===== src/rtl/irs2_readout_pkg.sv =====
// Shared types and field layout for the IRS2 readout sequencer.
package irs2_readout_pkg;

    localparam int CH_W      = 3;
    localparam int SMP_W     = 6;
    localparam int DAT_W     = 12;
    localparam int WORD_W    = 16;
    localparam int FIRST_BIT = 15;
    localparam int CH_LSB    = 12;

    typedef enum logic [2:0] {
        ST_IDLE,
        ST_SETUP,
        ST_LATCH,
        ST_PUSH,
        ST_DONE
    } state_t;

    // Output word layout: {first, ch, data}.
    function automatic logic [WORD_W-1:0] make_word(
        input logic             first,
        input logic [CH_W-1:0]  ch,
        input logic [DAT_W-1:0] data
    );
        logic [WORD_W-1:0] w;
        w                       = '0;
        w[FIRST_BIT]            = first;
        w[CH_LSB +: CH_W]       = ch;
        w[DAT_W-1:0]            = data;
        return w;
    endfunction

endpackage


===== src/rtl/irs2_next_ch.sv =====
// Priority finder: lowest enabled channel above (or, when inclusive, at) base.
module irs2_next_ch
    import irs2_readout_pkg::*;
#(
    parameter int NUM_CH = 8
) (
    input  logic [NUM_CH-1:0] mask,
    input  logic [CH_W-1:0]   base,
    input  logic              inclusive,
    output logic [CH_W-1:0]   next_ch,
    output logic              none
);

    // Scan downward so the lowest qualifying channel is the last one written.
    always_comb begin
        next_ch = '0;
        none    = 1'b1;
        for (int i = NUM_CH - 1; i >= 0; i--) begin
            if (mask[i] && ((i > int'(base)) || (inclusive && (i == int'(base))))) begin
                next_ch = CH_W'(i);
                none    = 1'b0;
            end
        end
    end

endmodule


===== src/rtl/irs2_readout_ctrl.sv =====
// IRS2 readout sequencer: steps SMP/CH over enabled channels, captures DAT, streams tagged words.
// Optional test-pattern data source is enabled by defining IRS2_READOUT_TEST_PATTERN_EN.
module irs2_readout_ctrl
    import irs2_readout_pkg::*;
#(
    parameter int NUM_CH  = 8,
    parameter int NUM_SMP = 64,
    parameter int SETTLE  = 3
) (
    input  logic              clk_i,
    input  logic              rst_n_i,
    input  logic              start_i,
    input  logic              abort_i,
    input  logic [NUM_CH-1:0] ch_mask_i,
`ifdef IRS2_READOUT_TEST_PATTERN_EN
    input  logic              tp_en_i,
`endif
    output logic              busy_o,
    output logic              done_o,
    output logic [SMP_W-1:0]  smp_o,
    output logic [CH_W-1:0]   ch_o,
    input  logic [DAT_W-1:0]  dat_i,
    output logic [WORD_W-1:0] dout_o,
    output logic              dout_valid_o,
    input  logic              dout_ready_i,
    output logic              dout_last_o
);

    localparam logic [3:0] SETTLE_INIT = 4'(SETTLE - 1);

    state_t              state_q, state_d;
    logic [NUM_CH-1:0]   mask_q;
    logic [3:0]          settle_q;
    logic                enter_setup, capture, advance;
    logic                handshake, last_smp;
    logic [NUM_CH-1:0]   fnd_mask;
    logic [CH_W-1:0]     fnd_base, fnd_ch;
    logic                fnd_incl, fnd_none;
    logic [DAT_W-1:0]    data_sel;

    // In IDLE the finder looks at the incoming mask from channel 0; otherwise strictly above ch_o.
    assign fnd_mask  = (state_q == ST_IDLE) ? ch_mask_i : mask_q;
    assign fnd_base  = (state_q == ST_IDLE) ? '0 : ch_o;
    assign fnd_incl  = (state_q == ST_IDLE);
    assign handshake = dout_valid_o && dout_ready_i;
    assign last_smp  = (smp_o == SMP_W'(NUM_SMP - 1));

    irs2_next_ch #(.NUM_CH(NUM_CH)) u_next_ch (
        .mask      (fnd_mask),
        .base      (fnd_base),
        .inclusive (fnd_incl),
        .next_ch   (fnd_ch),
        .none      (fnd_none)
    );

`ifdef IRS2_READOUT_TEST_PATTERN_EN
    logic tp_q;

    always_ff @(posedge clk_i or negedge rst_n_i) begin
        if (!rst_n_i)                          tp_q <= 1'b0;
        else if (state_q == ST_IDLE && start_i) tp_q <= tp_en_i;
    end

    assign data_sel = tp_q ? {ch_o, 3'b000, smp_o} : dat_i;
`else
    assign data_sel = dat_i;
`endif

    // NOTE: every signal gets a default before the case, so no path leaves one unassigned (no latch).
    always_comb begin
        state_d     = state_q;
        enter_setup = 1'b0;
        capture     = 1'b0;
        advance     = 1'b0;
        case (state_q)
            ST_IDLE:  if (start_i) state_d = fnd_none ? ST_DONE : ST_SETUP;
            ST_SETUP: if (settle_q == '0) begin
                          state_d = ST_LATCH;
                          capture = 1'b1;
                      end
            ST_LATCH: state_d = ST_PUSH;
            ST_PUSH:  if (handshake) begin
                          advance = 1'b1;
                          state_d = (last_smp && fnd_none) ? ST_DONE : ST_SETUP;
                      end
            ST_DONE:  state_d = ST_IDLE;
            default:  state_d = ST_IDLE;
        endcase
        // Abort wins over a simultaneous handshake: the word is not consumed.
        if (abort_i && state_q != ST_IDLE) begin
            state_d = ST_IDLE;
            capture = 1'b0;
            advance = 1'b0;
        end
        enter_setup = (state_d == ST_SETUP) && (state_q != ST_SETUP);
    end

    // NOTE: sequential state uses non-blocking assignments so all registers update from pre-edge values.
    always_ff @(posedge clk_i or negedge rst_n_i) begin
        if (!rst_n_i) begin
            state_q      <= ST_IDLE;
            busy_o       <= 1'b0;
            done_o       <= 1'b0;
            dout_valid_o <= 1'b0;
        end else begin
            state_q      <= state_d;
            busy_o       <= (state_d == ST_SETUP) || (state_d == ST_LATCH) || (state_d == ST_PUSH);
            done_o       <= (state_d == ST_DONE);
            dout_valid_o <= (state_d == ST_PUSH);
        end
    end

    always_ff @(posedge clk_i or negedge rst_n_i) begin
        if (!rst_n_i) begin
            mask_q      <= '0;
            settle_q    <= '0;
            smp_o       <= '0;
            ch_o        <= '0;
            dout_o      <= '0;
            dout_last_o <= 1'b0;
        end else begin
            if (state_q == ST_IDLE && start_i) mask_q <= ch_mask_i;

            if (enter_setup)                                settle_q <= SETTLE_INIT;
            else if (state_q == ST_SETUP && settle_q != '0) settle_q <= settle_q - 1'b1;

            if (state_q == ST_IDLE && enter_setup) begin
                smp_o <= '0;
                ch_o  <= fnd_ch;
            end else if (advance) begin
                if (!last_smp) begin
                    smp_o <= smp_o + 1'b1;
                end else if (!fnd_none) begin
                    smp_o <= '0;
                    ch_o  <= fnd_ch;
                end
            end

            if (capture) begin
                dout_o      <= make_word(smp_o == '0, ch_o, data_sel);
                dout_last_o <= last_smp && fnd_none;
            end
        end
    end

endmodule


===== config.mk =====
export PLATFORM = sky130hd
export DESIGN_NAME = irs2_readout_ctrl
export DESIGN_NICKNAME = d
export VERILOG_FILES = /design/src/rtl/irs2_readout_pkg.sv /design/src/rtl/irs2_next_ch.sv /design/src/rtl/irs2_readout_ctrl.sv
export SDC_FILE = /design/constraint.sdc
export NUM_CORES = 1
export LEC_CHECK = 0
export BUFFER_PORTS_ARGS = -buffer_cell sky130_fd_sc_hd__buf_2
export CAP_MARGIN = 20
export CORE_MARGIN = 1.5
export CORE_UTILIZATION = 48
export CTS_BUF_LIST = sky130_fd_sc_hd__clkbuf_16
export CTS_CLUSTER_DIAMETER = 30
export CTS_CLUSTER_SIZE = 40
export DETAILED_ROUTE_END_ITERATION = 6
export PLACE_DENSITY = 0.75
export SLEW_MARGIN = 30
export SYNTH_ARGS = -nofsm -noshare
export SYNTH_HDL_FRONTEND = slang
export SYNTH_SLANG_ARGS = --single-unit

===== constraint.sdc =====
create_clock -name clk_i -period 5.2 [get_ports clk_i]
set_input_delay 0.52 -clock clk_i [delete_from_list [all_inputs] [get_ports clk_i]]
set_output_delay 0.52 -clock clk_i [all_outputs]
set_load 0.05 [all_outputs]

==> results of run 1 <==
-- path summary, 6_finish.rpt --
kind,slack [ns],depth (start not counted),endpoint,startpoint
worst max register to register,2.39,6,dout_o[3]$_DFFE_PN0P_,state_q[1]$_DFF_PN0_
worst min-delay path,0.22,1,dout_o[4]$_DFFE_PN0P_,rst_n_i
worst min register to register,0.49,2,mask_q[6]$_DFFE_PN0P_,mask_q[6]$_DFFE_PN0P_
max in group asynchronous,4.62,1,mask_q[1]$_DFFE_PN0P_,rst_n_i
min in group clk_i,0.46,3,mask_q[6]$_DFFE_PN0P_,ch_mask_i[6]
worst max-delay path,2.39,6,dout_o[3]$_DFFE_PN0P_,state_q[1]$_DFF_PN0_
-- routing by layer --
layer / vias up / wire length (um) / global-route usage [%]
met2: 75 / 2121 / 31.28
met3: 8 / 349 / 4.501
li1: 868 / - / -
met1: 833 / 2177 / 26.84
met4: 0 / 87 / 8.805
met5: - / 0 / 0
-- through the flow --
stage          total power, mW  setup slack [ns]  hold WS (ns)  area [um^2]
2_1_floorplan            1.349             2.611        0.2244         2276
3_3_place_gp             1.500             2.487        0.4611         2524
3_5_place_dp             1.514             2.396        0.4796         2524
4_1_cts                  1.869             2.369        0.4152         2688
5_1_grt                  1.977             2.148        0.2638         2690
6_report                 1.857             2.385        0.2201         2690
-- worst reg2reg max path, delay by kind of cell (launching register included) --
family	cells	cell delay (ns)
compound gates	2	0.53
flops	1	0.46
mux	2	0.69
simple gates	2	1.02
-- final cells by class --
cell class	instances	area, um^2
tap	52	65.06
clock inverter	3	38.79
multi-input combinational	154	1080
fill	388	1754
timing repair buffer	53	267.8
inverter	10	37.54
sequential	43	1076
clock buffer	5	125.1
-- where the power goes --
| group | internal (mW) | switching, mW | total, mW |
|---|---|---|---|
| clock network | 0.224 | 0.121 | 0.345 |
| registers | 0.463 | 0.104 | 0.567 |
| logic | 0.321 | 0.625 | 0.946 |
| total | 1.01 | 0.849 | 1.86 |
-- placed cells by master (no fill, tap or decap), types with 2 or more instances in the layout --
cell,count
a21boi_0,2
a21oi_1,10
a31oi_1,5
and2_1,5
and2b_2,2
buf_2,52
clkbuf_16,5
dfrtp_1,43
ha_1,3
inv_1,10
mux2_2,8
mux2_4,8
nand2_1,32
nand3_1,5
nor2_1,12
nor2b_1,2
nor3_1,3
nor3b_1,3
nor4_1,4
o21ai_0,8
o22ai_1,2
o31ai_1,3
or2b_1,2
or3_1,2
or3_2,2
or4_1,2
xnor2_1,3
-- synthesized netlist by cell type (all sizes together) (5+ instances only) --
cell type	instances
nand3	5
nand2	32
inv	10
mux2	16
nor2	12
a31oi	6
buf	6
and2	6
o21ai	8
a21oi	10
dfrtp	43
-- sequential cells by signal, summed over array words and instances, names as in the netlist --
register and cells:
busy_o 1, done_o 1, mask_q 7, smp_o 6
settle_q 4, ch_o 3, dout_last_o 1, state_q 3
dout_o 16, dout_valid_o 1
-- cells by family after synthesis --
kind of cell	count (synthesis)	share of synthesized area, %
AND/OR/NAND/NOR	88	21.22
buffers and inverters	18	5.278
adder cells (fa/ha/maj)	3	1.649
flip-flops	43	47.28
multiplexers	17	9.676
AO/OA/AOI/OAI	43	13.74
XOR/XNOR	3	1.155
==> results.txt, run 1 <==
setup tns final = 0 ns
Die ar. = 5164 um^2
initial DRC count = 99
RSZ-0062 raised after global routing = no
max cap viols = 0
critical path's slowest cell = nor3_2
crit path max fanout = 17
outcome = finished with violations
fin crit period = 2.815 ns
critical path type = flop to flop
Post-CTS Hold Buffers = 0
post-synthesis async set-or-reset flop share = 100.0%
via count = 1784
CP Launch Type = flop
Num CTS Buffers = 5
main flop type after synthesis = dfrtp_1
Final Skew = 0.002889 ns
pwr/cell area = 690.4 nW/um^2
CTS tree = yes
Rows = 24
Post-Layout Cell Count = 320
clk sinks = 43
Slew Limit Fails = 0
routability cong. = 0.8188
Mapped Nets = 243
final net count = 295
Die Width = 71.86 um
Post-Syn Area = 2276 um^2
proportion of layout cells with a drive suffix above 1 = 33.96%
Setup Viol. Count Final = 0
first-pass GRT wire length = 8079 um
final wirelength = 4736 um
area delta synth->final = 18.20%
diode count = 0
DRC errors left = 6
clk_lat worst skew = 0.28 ns
cell mode on critical path = mux2_2
Syn Area/Cell = 10.59 um^2
crit-path max cell delay = 0.63 ns
worst path cell trace = nor3_2 > mux2_2 > a31oi_4 > o31ai_4 > and2_4 > mux2_2
placed insts = 312
post-CTS resize count = 0
Top delay family on crit path = simple AND/OR/NAND/NOR gates
Synth area leaders = dfrtp_1 (47%), mux2_4 (5.3%), nand2_1 (5.3%)
Syn Inst Count = 215
CP arrival = 2.98 ns
Pleak = 1.300 nW
I/O Buffers = 53
failing checks = DRC
Total Routing Usage GR = 20.05%
GRT Residual Overflow = 0
Synth cell types = 56
wire per inst = 14.80 um
register area share after synthesis = 47.28%
post-synth top area share = 47.28%
Post-DRT Antenna Nets = 0
CP required = 5.37 ns
Root Driver = clkbuf_16
Fmax achieved = 0.3553 GHz
H-tree depth = 2
vias per std cell = 5.575
largest net degree at the start of global routing = 44
CTS Buffer Depth = 2
Clk pin slew, worst setup/hold paths = 0.06 ns
Crit. End Element = flop
buffer and inverter count on the worst path = 0
Max-slew headroom = 53.09%
area leader, netlist = dfrtp_1
Final Util = 60.53%
I/O pin count = 54
Initial Utilization = 51.21%
register bit count reported by yosys = 43
Worst Hold Class = primary input to async pin
Final Hold Viols = 0
synth warn = 0
peak supply drop = 0.2607 mV
antenna violations before repair = 0
Die Span Y = 71.86 um
Final Cycle Share = 54.13%
Post-CTS Setup Bufs = 0
Post-synth EDFFs = 0
Core Area = 4444 um^2
drt first pass iters = 7
vias in the first global route = 1762
Post-DP HPWL = 3355 um
Slew @ Worst Pin = 0.6999 ns
(Power assumes the default switching activity.)
==> inputs of run 2 (changes only) <==
--- a/config.mk
+++ b/config.mk
@@ -5,6 +5,7 @@
 export SDC_FILE = /design/constraint.sdc
 export NUM_CORES = 1
 export LEC_CHECK = 0
+export ABC_AREA = 1
 export BUFFER_PORTS_ARGS = -buffer_cell sky130_fd_sc_hd__buf_2
 export CAP_MARGIN = 20
 export CORE_MARGIN = 1.5
==> constraint.sdc (replaced) <==
create_clock -name clk_i -period 2.9 [get_ports clk_i]
set_input_delay 0.29 -clock clk_i [delete_from_list [all_inputs] [get_ports clk_i]]
set_output_delay 0.29 -clock clk_i [all_outputs]
set_load 0.05 [all_outputs]
==> results.txt, run 2 <==
outcome = finished with violations
failing checks = hold timing
routability cong. = 0.8457
final wirelength = 4514 um
Post-synth EDFFs = 0
Total Routing Usage GR = 19.49%
Core Area = 4414 um^2
Slew @ Worst Pin = 0.8006 ns
crit path max fanout = 22
placed insts = 367
Sequential Area = 1076 um^2
Worst Hold Class = primary input to async pin
Clk pin slew, worst setup/hold paths = 0.06 ns
wire per inst = 12.04 um
filler instances = 393
footprint of the multi-input gates = 1007 um^2
Synth cell types = 32
DRC errors left = 0
H-tree depth = 2
Pleak = 1.490 nW
pwr/cell area = 1282 nW/um^2
Die Width = 71.37 um
CTS tree = yes
Final Skew = 0.001462 ns
Post-DRT Antenna Nets = 0
Combinational Power Share = 52.6%
first-pass GRT wire length = 7810 um
switching share of power = 48.85%
CP required = 3.07 ns
Post-CTS Hold Buffers = 0
Fmax achieved = 0.4489 GHz
main flop type after synthesis = dfrtp_1
peak supply drop = 0.5845 mV
critical path type = flop to flop
Num CTS Buffers = 5
register bit count reported by yosys = 43
worst path cell trace = nor2_4 > nand2_1 > nor4_1 > nand2_1 > mux2_2
Root Driver = clkbuf_16
Crit. End Element = flop
Final Cycle Share = 76.82%
NetSw = 1.698 mW
max reg flops = 16
synth warn = 0
Final Hold Viols = 41
Slew Limit Fails = 0
Post-Layout Cell Count = 375
Post-CTS Setup Bufs = 0
critical path's slowest cell = nand2_1
RSZ-0062 raised after global routing = no
initial DRC count = 116
R2R Setup Slk = 0.67 ns
most instantiated library cell after synthesis = nand2_1
most common cell after layout, fill and taps aside = nand2_1
Rows = 24
Post-Syn Area = 2243 um^2
via count = 1856
Syn Inst Count = 266
CP Launch Type = flop
Initial Utilization = 50.82%
Worst Hold Slack = -0.02453 ns
diode count = 0
Tot Pwr = 3.477 mW
GRT Residual Overflow = 0
I/O pin count = 54
I/O Buffers = 53
crit-path max cell delay = 0.56 ns
Setup Viol. Count Final = 0
post-synth top area share = 47.96%
share of power burned in registers = 29.2%
top flop regs = dout_o: 16 flops, mask_q: 7 flops, smp_o: 6 flops
largest net degree at the start of global routing = 44
clk sinks = 43
terminus of the critical flop-to-flop path = dout_o[8]$_DFFE_PN0P_
Syn Area/Cell = 8.434 um^2
cell mode on critical path = nand2_1
setup tns final = 0 ns
most frequent cells in the layout = nand2_1 (83), buf_2 (52), dfrtp_1 (43)
vias in the first global route = 1752
Final Util = 61.45%
Largest Register = dout_o
max cap viols = 0
drt first pass iters = 4
Mapped Nets = 294
Die ar. = 5093 um^2
worst r2r src = state_q[2]$_DFF_PN0_
post-synthesis async set-or-reset flop share = 100.0%
Post-DP HPWL = 3339 um
vias per std cell = 4.949
buffer and inverter count on the worst path = 0
antenna violations before repair = 0
Clk pwr share = 18.2%
CP arrival = 2.40 ns
final net count = 350
Top delay family on crit path = simple AND/OR/NAND/NOR gates
CTS Buffer Depth = 2
Synth area leaders = dfrtp_1 (48%), nand2_1 (14%), mux2_2 (6.0%)
area delta synth->final = 20.91%
proportion of layout cells with a drive suffix above 1 = 29.41%
Max-slew headroom = 46.50%
register area share after synthesis = 47.96%
Pint = 1.778 mW
fin crit period = 2.228 ns
clk_lat worst skew = 0.28 ns
Die Span Y = 71.37 um
post-CTS resize count = 0
worst reg-to-reg path cell count = 5
synth cell count leaders = nand2_1 (83), dfrtp_1 (43), inv_1 (28), nor2_1 (18), nand3_1 (17)
area leader, netlist = dfrtp_1
## run 2: cell types whose count changed in the layout (fill, tap and decap cells not counted), sizes merged, moves of 4 or more
| cell | change |
|---|---|
| nor2 | +9 |
| or3 | -4 |
| a31oi | -6 |
| a21oi | -5 |
| nand3 | +13 |
| o31ai | -4 |
| nand2 | +60 |
| o21ai | +11 |
| and2 | -6 |
| mux2 | -4 |
| inv | +21 |
## run 2: stage by stage
stage               area [um^2]  worst slack, ns  hold WS, ns
floorplan                  2243           0.9482    -0.005591
global placement           2541           0.8133       0.4574
detailed placement         2541           0.6672       0.4637
CTS                        2710           0.6454       0.1956
global route               2713           0.4614      0.04210
finish                     2713           0.6723     -0.02453
## run 2: layout make-up
class / count / share of cell area [%]
timing repair buffer: 54 / 10.15
inverter: 32 / 4.428
tap: 52 / 2.399
clock inverter: 3 / 1.614
sequential: 43 / 39.67
multi-input combinational: 186 / 37.13
clock buffer: 5 / 4.613
## run 2: routing by layer
| metal | global-route usage [%] | wire length (um) | vias up |
|---|---|---|---|
| li1 | - | - | 961 |
| met1 | 25.97 | 2075 | 847 |
| met2 | 30.86 | 2118 | 42 |
| met3 | 5.204 | 256 | 6 |
| met4 | 6.918 | 63 | 0 |
| met5 | 0 | 0 | - |
## run 2: worst max path at each step
stage | startpoint | endpoint | slack [ns] | cells after the start
floorplan | smp_o[1]$_DFFE_PN0P_ | ch_o[0]$_DFFE_PN0P_ | 0.95 | 11
global placement | state_q[2]$_DFF_PN0_ | dout_o[6]$_DFFE_PN0P_ | 0.81 | 5
detailed placement | state_q[2]$_DFF_PN0_ | dout_o[8]$_DFFE_PN0P_ | 0.67 | 5
CTS | state_q[2]$_DFF_PN0_ | dout_o[8]$_DFFE_PN0P_ | 0.65 | 5
global route | state_q[2]$_DFF_PN0_ | dout_o[8]$_DFFE_PN0P_ | 0.46 | 5
finish | state_q[2]$_DFF_PN0_ | dout_o[8]$_DFFE_PN0P_ | 0.67 | 5
## run 2: logic make-up after synthesis
| kind of cell | share of synthesized area, % |
|---|---|
| AOI/OAI and AO/OA | 6.916 |
| xor gates and xnor gates | 0.7810 |
| adders and majority gates | 1.673 |
| buffers and inverters | 7.138 |
| DFF | 47.96 |
| muxes | 6.023 |
| and+or+nand+nor | 29.50 |
## run 2: power groups by stage
stage / logic, mW / registers (mW) / clock network, mW
2_1_floorplan: 0.934 / 1.56 / 0
3_3_place_gp: 1.80 / 1.02 / 0
3_5_place_dp: 1.83 / 1.02 / 0
4_1_cts: 1.84 / 1.02 / 0.642
5_1_grt: 2.02 / 1.05 / 0.667
6_report: 1.83 / 1.02 / 0.633
==> inputs of run 3 (changes only) <==
--- a/config.mk
+++ b/config.mk
@@ -14,7 +14,7 @@
 export CTS_CLUSTER_DIAMETER = 30
 export CTS_CLUSTER_SIZE = 40
 export DETAILED_ROUTE_END_ITERATION = 6
-export PLACE_DENSITY = 0.75
+export PLACE_DENSITY = 0.78
 export SLEW_MARGIN = 30
 export SYNTH_ARGS = -nofsm -noshare
 export SYNTH_HDL_FRONTEND = slang
==> constraint.sdc (replaced) <==
create_clock -name clk_i -period 2 [get_ports clk_i]
set_input_delay 0.2 -clock clk_i [delete_from_list [all_inputs] [get_ports clk_i]]
set_output_delay 0.2 -clock clk_i [all_outputs]
set_load 0.05 [all_outputs]
==> results.txt, run 3 (synthesis results as in run 2) <==
outcome = finished with violations
failing checks = hold timing
placed insts = 374
Top delay family on crit path = simple AND/OR/NAND/NOR gates
top flop regs = dout_o: 16 flops, mask_q: 7 flops, smp_o: 6 flops
Sequential Area = 1077 um^2
fin crit period = 1.928 ns
max cap viols = 0
diode count = 0
antenna violations before repair = 0
Slew @ Worst Pin = 0.5327 ns
Worst Setup SP = state_q[2]$_DFF_PN0_
most common cell after layout, fill and taps aside = nand2_1
most frequent cells in the layout = nand2_1 (82), buf_2 (53), dfrtp_1 (42)
GRT Residual Overflow = 0
Final Hold Viols = 43
DRC errors left = 0
terminus of the critical flop-to-flop path = settle_q[2]$_DFFE_PN0P_
CTS Buffer Depth = 2
setup tns final = 0 ns
max reg flops = 16
I/O pin count = 54
Core Area = 4414 um^2
crit-path max cell delay = 0.45 ns
Post-DRT Antenna Nets = 0
final net count = 363
Setup Slack @ Placement = 0.03445 ns
Setup Viol. Count Final = 0
Largest Register = dout_o
largest net degree at the start of global routing = 44
pwr/cell area = 1821 nW/um^2
Clk pin slew, worst setup/hold paths = 0.06 ns
worst path cell trace = nor2_4 > nand2_2 > o21ai_2 > nand2_2 > nor2_4 > nand2_4 > inv_2 > nand2_2 > nand2_8 > inv_1 > a21oi_1
footprint of the multi-input gates = 1047 um^2
Die ar. = 5093 um^2
cell mode on critical path = nand2_2
drt first pass iters = 5
routability cong. = 0.9241
Post-DP HPWL = 3503 um
RSZ-0062 raised after global routing = yes
area delta synth->final = 25.04%
via count = 1956
buffer and inverter count on the worst path = 2
critical path type = flop to flop
Post-Layout Cell Count = 388
CP Launch Type = flop
Initial Utilization = 50.82%
Final Cycle Share = 96.40%
clk_lat worst skew = 0.29 ns
setup ws final = 0.07191 ns
Pleak = 1.539 nW
Total Routing Usage GR = 20.07%
vias per std cell = 5.041
Die Span Y = 71.37 um
critical path's slowest cell = dfrtp_2
worst reg-to-reg path cell count = 11
crit path max fanout = 8
Slew Limit Fails = 0
Num CTS Buffers = 5
proportion of layout cells with a drive suffix above 1 = 33.04%
initial DRC count = 169
filler instances = 367
Root Driver = clkbuf_16
H-tree depth = 2
Post-CTS Hold Buffers = 0
first-pass GRT wire length = 8093 um
Final Skew = 0.005223 ns
Worst Hold Class = primary input to async pin
Stages on worst setup path = 11
R2R Setup Slk = 0.07 ns
I/O Buffers = 53
final wirelength = 5096 um
CTS tree = yes
vias in the first global route = 1817
Fmax achieved = 0.5186 GHz
CP required = 2.21 ns
Worst Hold Slack = -0.01831 ns
Die Width = 71.37 um
peak supply drop = 0.7239 mV
Rows = 24
Setup crit end = settle_q[2]$_DFFE_PN0P_
wire per inst = 13.13 um
Crit. End Element = flop
CP arrival = 2.13 ns
Max-slew headroom = 64.49%
clk sinks = 43
worst r2r src = state_q[2]$_DFF_PN0_
run 3: what timing repair did:
action / CTS / global route
hold endpoints to repair: 0 / 0
setup buffers: 0 / 4
gates resized for setup: 0 / 5
endpoints found under the setup margin: 0 / 17
run 3: metal layers:
layer / wire (um) / share of wire [%] / up-vias / GRT usage, %
li1: - / - / 991 / -
met1: 2244 / 44 / 871 / 24.86
met2: 2334 / 46 / 83 / 33.44
met3: 390 / 7.7 / 11 / 5.204
met4: 127 / 2.5 / 0 / 8.176
met5: 0 / 0 / - / 0
run 3: power by group:
group / total, mW / internal (mW) / switching (mW)
clock: 0.783 / 0.455 / 0.328
sequential: 1.48 / 1.23 / 0.251
combinational: 2.84 / 0.861 / 1.98
run 3: through the flow:
step | util [%] | hold slack [ns] | cell area [um^2] | power [mW]
final | 63.55 | -0.01831 | 2805 | 5.107
after global placement | 58.76 | 0.2950 | 2594 | 4.111
after CTS | 61.93 | 0.002985 | 2734 | 4.988
after floorplan | - | -0.09559 | 2243 | 3.620
after detailed placement | 58.76 | 0.3058 | 2594 | 4.179
after global routing | 63.55 | 0.04498 | 2805 | 5.463
run 3: how the worst min path moves through the flow:
stage,end,depth (start not counted),slack (ns)
3_5_place_dp,ch_o[0]$_DFFE_PN0P_,2,0.31
3_3_place_gp,mask_q[3]$_DFFE_PN0P_,2,0.29
6_report,mask_q[3]$_DFFE_PN0P_,2,-0.02
5_1_grt,ch_o[0]$_DFFE_PN0P_,2,0.04
4_1_cts,mask_q[4]$_DFFE_PN0P_,2,0.003
2_1_floorplan,busy_o$_DFF_PN0_,0,-0.1
run 3: final cells by class:
type / count / area share (%)
multi-input cells: 188 / 37.33
clock inverters: 3 / 0.5352
repair buffers: 65 / 12.67
inverters: 32 / 4.282
flip-flops and latches: 43 / 38.40
clock buffers: 5 / 4.460
well taps: 52 / 2.319
run 3: worst reg2reg max path, cell delays in order, from the launching register on:
cell and delay (ns):
dfrtp_2 0.45, nor2_4 0.21, nand2_2 0.17, o21ai_2 0.19, nand2_2 0.10, nor2_4 0.15
nand2_4 0.09, inv_2 0.07, nand2_2 0.12, nand2_8 0.11, inv_1 0.05, a21oi_1 0.13
